**config.mk**
```make
export PLATFORM = sky130hd
export DESIGN_NAME = spi_master_flat
export DESIGN_NICKNAME = d
export VERILOG_FILES = /design/src/rtl/spi_master_if.sv /design/src/rtl/spi_master.sv /design/src/flat_wrapper.sv
export SDC_FILE = /design/constraint.sdc
export NUM_CORES = 1
export LEC_CHECK = 0
export CAP_MARGIN = 20
export CORE_MARGIN = 2
export CORE_UTILIZATION = 29
export DETAILED_ROUTE_END_ITERATION = 12
export DONT_BUFFER_PORTS = 1
export HOLD_SLACK_MARGIN = 0.05
export PLACE_DENSITY = 0.48
export SLEW_MARGIN = 20
export SYNTH_ARGS = -nofsm -noshare
export SYNTH_HDL_FRONTEND = slang
export SYNTH_SLANG_ARGS = --single-unit
export TNS_END_PERCENT = 5
```
**constraint.sdc**
```tcl
create_clock -name clk -period 1.86 [get_ports clk]
set_input_delay 0.279 -clock clk [delete_from_list [all_inputs] [get_ports clk]]
set_output_delay 0.279 -clock clk [all_outputs]
set_load 0.01 [all_outputs]
```
**src/rtl/spi_master_if.sv**
```systemverilog
// Host-side and serial-side signals of the single-clock SPI master, bundled
// so the master and its user/slave side connect through one port.
interface spi_master_if;
  logic       start;
  logic [1:0] cmd;
  logic [7:0] wdata;
  logic       busy;
  logic       done;
  logic [7:0] rdata;
  logic       rdata_valid;
  logic       ss_n;
  logic       mosi;
  logic       miso;

  modport master (
    input  start, cmd, wdata, miso,
    output busy, done, rdata, rdata_valid, ss_n, mosi
  );

  modport slave (
    output start, cmd, wdata, miso,
    input  busy, done, rdata, rdata_valid, ss_n, mosi
  );
endinterface

```
**src/rtl/spi_master.sv**
```systemverilog
// SPI master clocked directly by clk: a command-decode bit, then a 10-bit {cmd,wdata}
// frame, and on read-data frames a latency wait plus an 8-bit receive.
module spi_master #(
  parameter int RD_LAT = 2,
  parameter int GAP    = 1
) (
  input  logic        clk,
  input  logic        rst,
  spi_master_if.master bus
);

  typedef enum logic [2:0] {
    ST_IDLE  = 3'd0,
    ST_CMD   = 3'd1,
    ST_SHIFT = 3'd2,
    ST_WAIT  = 3'd3,
    ST_RECV  = 3'd4,
    ST_GAP   = 3'd5
  } state_t;

  localparam bit         HAS_WAIT  = (RD_LAT > 0);
  localparam logic [3:0] WAIT_LOAD = 4'((RD_LAT > 0) ? (RD_LAT - 1) : 0);
  localparam logic [3:0] GAP_LOAD  = 4'(GAP - 1);

  state_t     state_reg, state_next;
  logic [3:0] cnt_reg, cnt_next;
  logic [9:0] shift_reg, shift_next;
  logic [1:0] cmd_reg, cmd_next;
  logic [7:0] rx_reg, rx_next;
  logic [7:0] rdata_reg, rdata_next;
  logic       ss_n_reg, ss_n_next;
  logic       mosi_reg, mosi_next;
  logic       busy_reg, busy_next;
  logic       done_reg, done_next;
  logic       rvalid_reg, rvalid_next;

  always_ff @(posedge clk or posedge rst) begin
    if (rst) begin
      state_reg  <= ST_IDLE;
      cnt_reg    <= 4'd0;
      shift_reg  <= 10'd0;
      cmd_reg    <= 2'd0;
      rx_reg     <= 8'd0;
      rdata_reg  <= 8'd0;
      ss_n_reg   <= 1'b1;
      mosi_reg   <= 1'b0;
      busy_reg   <= 1'b0;
      done_reg   <= 1'b0;
      rvalid_reg <= 1'b0;
    end else begin
      state_reg  <= state_next;
      cnt_reg    <= cnt_next;
      shift_reg  <= shift_next;
      cmd_reg    <= cmd_next;
      rx_reg     <= rx_next;
      rdata_reg  <= rdata_next;
      ss_n_reg   <= ss_n_next;
      mosi_reg   <= mosi_next;
      busy_reg   <= busy_next;
      done_reg   <= done_next;
      rvalid_reg <= rvalid_next;
    end
  end

  // Every output is registered, so the *_next values describe the cycle that
  // follows the current state, not the current one.
  always_comb begin
    state_next  = state_reg;
    cnt_next    = cnt_reg;
    shift_next  = shift_reg;
    cmd_next    = cmd_reg;
    rx_next     = rx_reg;
    rdata_next  = rdata_reg;
    ss_n_next   = 1'b1;
    mosi_next   = 1'b0;
    busy_next   = 1'b1;
    done_next   = 1'b0;
    rvalid_next = 1'b0;

    case (state_reg)
      ST_IDLE: begin
        busy_next = 1'b0;
        if (bus.start) begin
          state_next = ST_CMD;
          shift_next = {bus.cmd, bus.wdata};
          cmd_next   = bus.cmd;
          rx_next    = 8'd0;
          ss_n_next  = 1'b0;
          mosi_next  = bus.cmd[1];
          busy_next  = 1'b1;
        end
      end

      ST_CMD: begin
        state_next = ST_SHIFT;
        cnt_next   = 4'd9;
        ss_n_next  = 1'b0;
        mosi_next  = shift_reg[9];
      end

      ST_SHIFT: begin
        ss_n_next = 1'b0;
        if (cnt_reg != 4'd0) begin
          cnt_next   = cnt_reg - 4'd1;
          shift_next = {shift_reg[8:0], 1'b0};
          mosi_next  = shift_reg[8];
        end else if (cmd_reg == 2'b11) begin
          if (HAS_WAIT) begin
            state_next = ST_WAIT;
            cnt_next   = WAIT_LOAD;
          end else begin
            state_next = ST_RECV;
            cnt_next   = 4'd7;
          end
        end else begin
          state_next = ST_GAP;
          cnt_next   = GAP_LOAD;
          ss_n_next  = 1'b1;
          done_next  = 1'b1;
        end
      end

      ST_WAIT: begin
        ss_n_next = 1'b0;
        if (cnt_reg != 4'd0) begin
          cnt_next = cnt_reg - 4'd1;
        end else begin
          state_next = ST_RECV;
          cnt_next   = 4'd7;
        end
      end

      ST_RECV: begin
        ss_n_next = 1'b0;
        rx_next   = {rx_reg[6:0], bus.miso};
        if (cnt_reg != 4'd0) begin
          cnt_next = cnt_reg - 4'd1;
        end else begin
          state_next  = ST_GAP;
          cnt_next    = GAP_LOAD;
          ss_n_next   = 1'b1;
          done_next   = 1'b1;
          rvalid_next = 1'b1;
          rdata_next  = {rx_reg[6:0], bus.miso};
        end
      end

      ST_GAP: begin
        if (cnt_reg != 4'd0) begin
          cnt_next = cnt_reg - 4'd1;
        end else begin
          state_next = ST_IDLE;
          busy_next  = 1'b0;
        end
      end

      default: begin
        state_next = ST_IDLE;
        cnt_next   = 4'd0;
        busy_next  = 1'b0;
      end
    endcase
  end

  assign bus.ss_n        = ss_n_reg;
  assign bus.mosi        = mosi_reg;
  assign bus.busy        = busy_reg;
  assign bus.done        = done_reg;
  assign bus.rdata       = rdata_reg;
  assign bus.rdata_valid = rvalid_reg;

endmodule

```
**src/flat_wrapper.sv**
```systemverilog
// flat-port wrapper written by rule: the top's interface ports become plain ports
module spi_master_flat 
#(
  parameter int RD_LAT = 2,
  parameter int GAP    = 1
)
  (clk, rst, bus_start, bus_cmd, bus_wdata, bus_miso, bus_busy, bus_done, bus_rdata, bus_rdata_valid, bus_ss_n, bus_mosi);
  spi_master_if bus_i ();
  input  logic clk;
  input  logic rst;
  input wire logic [$bits(bus_i.start)-1:0] bus_start;
  input wire logic [$bits(bus_i.cmd)-1:0] bus_cmd;
  input wire logic [$bits(bus_i.wdata)-1:0] bus_wdata;
  input wire logic [$bits(bus_i.miso)-1:0] bus_miso;
  output wire logic [$bits(bus_i.busy)-1:0] bus_busy;
  output wire logic [$bits(bus_i.done)-1:0] bus_done;
  output wire logic [$bits(bus_i.rdata)-1:0] bus_rdata;
  output wire logic [$bits(bus_i.rdata_valid)-1:0] bus_rdata_valid;
  output wire logic [$bits(bus_i.ss_n)-1:0] bus_ss_n;
  output wire logic [$bits(bus_i.mosi)-1:0] bus_mosi;
  assign bus_i.start = bus_start;
  assign bus_i.cmd = bus_cmd;
  assign bus_i.wdata = bus_wdata;
  assign bus_i.miso = bus_miso;
  assign bus_busy = bus_i.busy;
  assign bus_done = bus_i.done;
  assign bus_rdata = bus_i.rdata;
  assign bus_rdata_valid = bus_i.rdata_valid;
  assign bus_ss_n = bus_i.ss_n;
  assign bus_mosi = bus_i.mosi;
  spi_master #(.RD_LAT(RD_LAT), .GAP(GAP)) u_core (.clk(clk), .rst(rst), .bus(bus_i));
endmodule
```
==> results.md <==
- Status: finished, final reports clean
- ANT cells: 0
- Period utilisation layout: 96.2%
- Post-route clock skew: between 0.003 and 0.004 ns
- CTS tree: done
- Die Ht: approximately 84 um
- Congestion Overflow GR: 0
- Die area: between 7000 and 8000 um^2
- Post-synthesis cell count: 157
- Synthesized Nets: approximately 170
- Yosys top cell area share: between 50% and 60%
- Max-slew violations: 0
- Slew @ Worst Pin: 0.516 ns
- Relative slew slack: 65.4%
- Cell Rows: 29
- Critical path arrival: ~2.0 ns
- Post-Layout Cell Count: approximately 240
- Top cell type by total area after synthesis: dfrtp_1
- Final setup fails: 0
- Startpoint Class: flop
- Synth Area in Compound Gates: approximately 18%
- Fraction of layout cells with a size suffix above 1: ~22%
- DR pass1 iterations: 4
- First-pass GRT wire length: between 6000 and 7000 um
- Hold Fails Final Rpt: 0
- Placement Cell Area: roughly 2000 um^2
- CP Max Fanout: 9
- IO Pins: 27
- Post-Synth XOR/XNOR Area: ~1.4%
- Max cap viols: 0
- Largest family of logic cells by synthesized area: compound AO/OA/AOI/OAI gates
- Final setup margin: 0.0700 ns
- Multiplexer share of the synthesized area: 5.39%
- Placed insts: between 200 and 250
- Vias: 1287
- Synth-to-layout area growth: 13.2%
- Setup TNS: 0 ns
- # port buffers: 0
- Number of global-route vias before repair: roughly 1300
- Antenna violations before repair: 0
- Seq cells post-synth: 39
- Leak: about 0.92 nW
- CTS root buf: clkbuf_8
- Die width: 84.0 um
- Initial Util: 29.6%
- Clock slew at reported path FFs: 0.08 ns
- # H-tree levels: 2
- Iter 0 DRT Violations: ~110
- CTS sink cnt: 39
- Setup Slack @ Placement: about 0.024 ns
- DP Wirelength: 2640 um
- Antenna viol nets, final: 0
- Finished Core Util: around a third
- TritonCTS buffer count: 5
- CP Capture Type: flop
- Data required, critical path: roughly 2.0 ns
- Number of remaining DRC errors: 0
- Synth Cell Area: roughly 1900 um^2
- Later-pin clock latency in the skew report: slightly below 0.3 ns
- Pwr Total: around 3.4 mW
- Final non-filler cell area: about 2100 um^2
- Synth Area in Adders: 1.89%
- Post-Syn Area per Cell: 11.8 um^2
- Nets@finish: around 180
- Largest net degree at the start of global routing: 40
- Yosys cell types: 51
- Yosys warns: 0
- Minimum clock period: 1.79 ns
- RSZ-0062 raised after global routing: no
- Total Wirelength: approximately 3700 um
- Hold crit path type: in2reg
- Max IR drop VDD: between 600 and 700 uV
- Vias/cell: ~5.3
- Number of synthesized flops with an enable pin: 0
- F_max: approximately 0.56 GHz
- Hold_ws: 0.0930 ns
- Critical path class: reg2reg
- PwrDens: ~1600 nW/um^2
- Average wire per cell in the routed design: around 15 um
- Register area share after synthesis: a little over half
- GPL Wtd Cong: roughly 0.90
- GRT Total Usage: a little over a tenth
- Fraction of registers with async set/reset: 100%
- Clock Path Buffers: 2
- Core Box Area: between 6000 and 7000 um^2
- Synth Flop Type: dfrtp_1
- Simple-gate share of the synthesized area: ~15%
- Largest register FFs: 10
- Synth area leaders: dfrtp_1, o221a_1, mux2_2
routing by layer:
layer	part of all wire (%)	wire length (um)	vias up	track usage (%)
li1	-	-	599	-
met1	48	1750	631	14.4
met2	43	1560	49	16.3
met3	7.9	290	8	4.06
met4	1.4	52	0	4.69
met5	0	0	-	0
critical path, cell delays in order (launching register included):
cell and delay, ns:
dfrtp_1 0.42, inv_1 0.10, ha_2 0.21, or3b_1 0.38, a31o_2 0.32, o221a_1 0.25
report_power, final:
group,internal (mW),leakage (nW),switching [mW]
Combinational,0.655,0.371,0.716
Clock,0.399,0.0581,0.299
Sequential,1.12,0.490,0.251
Total,2.18,0.919,1.27
what timing repair did:
item,4_1_cts,5_1_grt
setup endpoints to repair,1,20
gates cloned,0,0
endpoints found under the hold margin,38,0
setup buffers,0,0
gates resized for setup,1,4
hold buffers,1,0
cell usage after synthesis, types with 3 or more instances:
master and count:
a21oi_1 4, a211oi_1 3, nor3_1 3, mux2_2 7, inv_1 9, a22o_1 7, nand2_1 13, buf_6 3
o221a_1 9, nand2b_1 9, dfrtp_1 38, nor2_1 4, buf_2 3
layout by cell type, fill, tap and decap left out, drive strengths merged, types with 3 or more instances in the layout:
cell and count:
clkbuf 5, a22o 7, nor3 3, o221a 9
inv 9, nor2 4, mux2 8, nand2b 9
a21oi 4, o21ai 3, nand2 13, dfrtp 38
a211oi 3, buf 10
path summary, 6_finish.rpt:
path / from / end / slack [ns] / cells after the start
setup / recovery: u_core.cnt_reg[1] / u_core.shift_reg[4] / 0.07 / 5
hold / removal: bus_cmd[1] / u_core.cmd_reg[1] / 0.09 / 2
setup reg to reg: u_core.cnt_reg[1] / u_core.shift_reg[4] / 0.07 / 5
hold reg to reg: u_core.rx_reg[6] / u_core.rx_reg[6] / 0.51 / 1
max in group asynchronous: rst / u_core.bus.ss_n / 0.96 / 3
min in group asynchronous: rst / u_core.bus.rdata[1] / 0.54 / 3
cell type report:
type                            instances  area [um^2]
Clock buffer                            5         68.8
Clock inverter                          3         43.8
Sequential cell                        39          977
Tap cell                               77         96.3
Fill cell                             618         4180
Multi-Input combinational cell        100          797
Timing Repair Buffer                   11         85.1
Inverter                                9         33.8
logic make-up after synthesis:
group / after synthesis
compound gates: 40
xor+xnor: 3
simple gates: 45
buf+inv: 18
mux: 9
fa+ha+maj: 3
flops: 39
(Power assumes the default switching activity.)
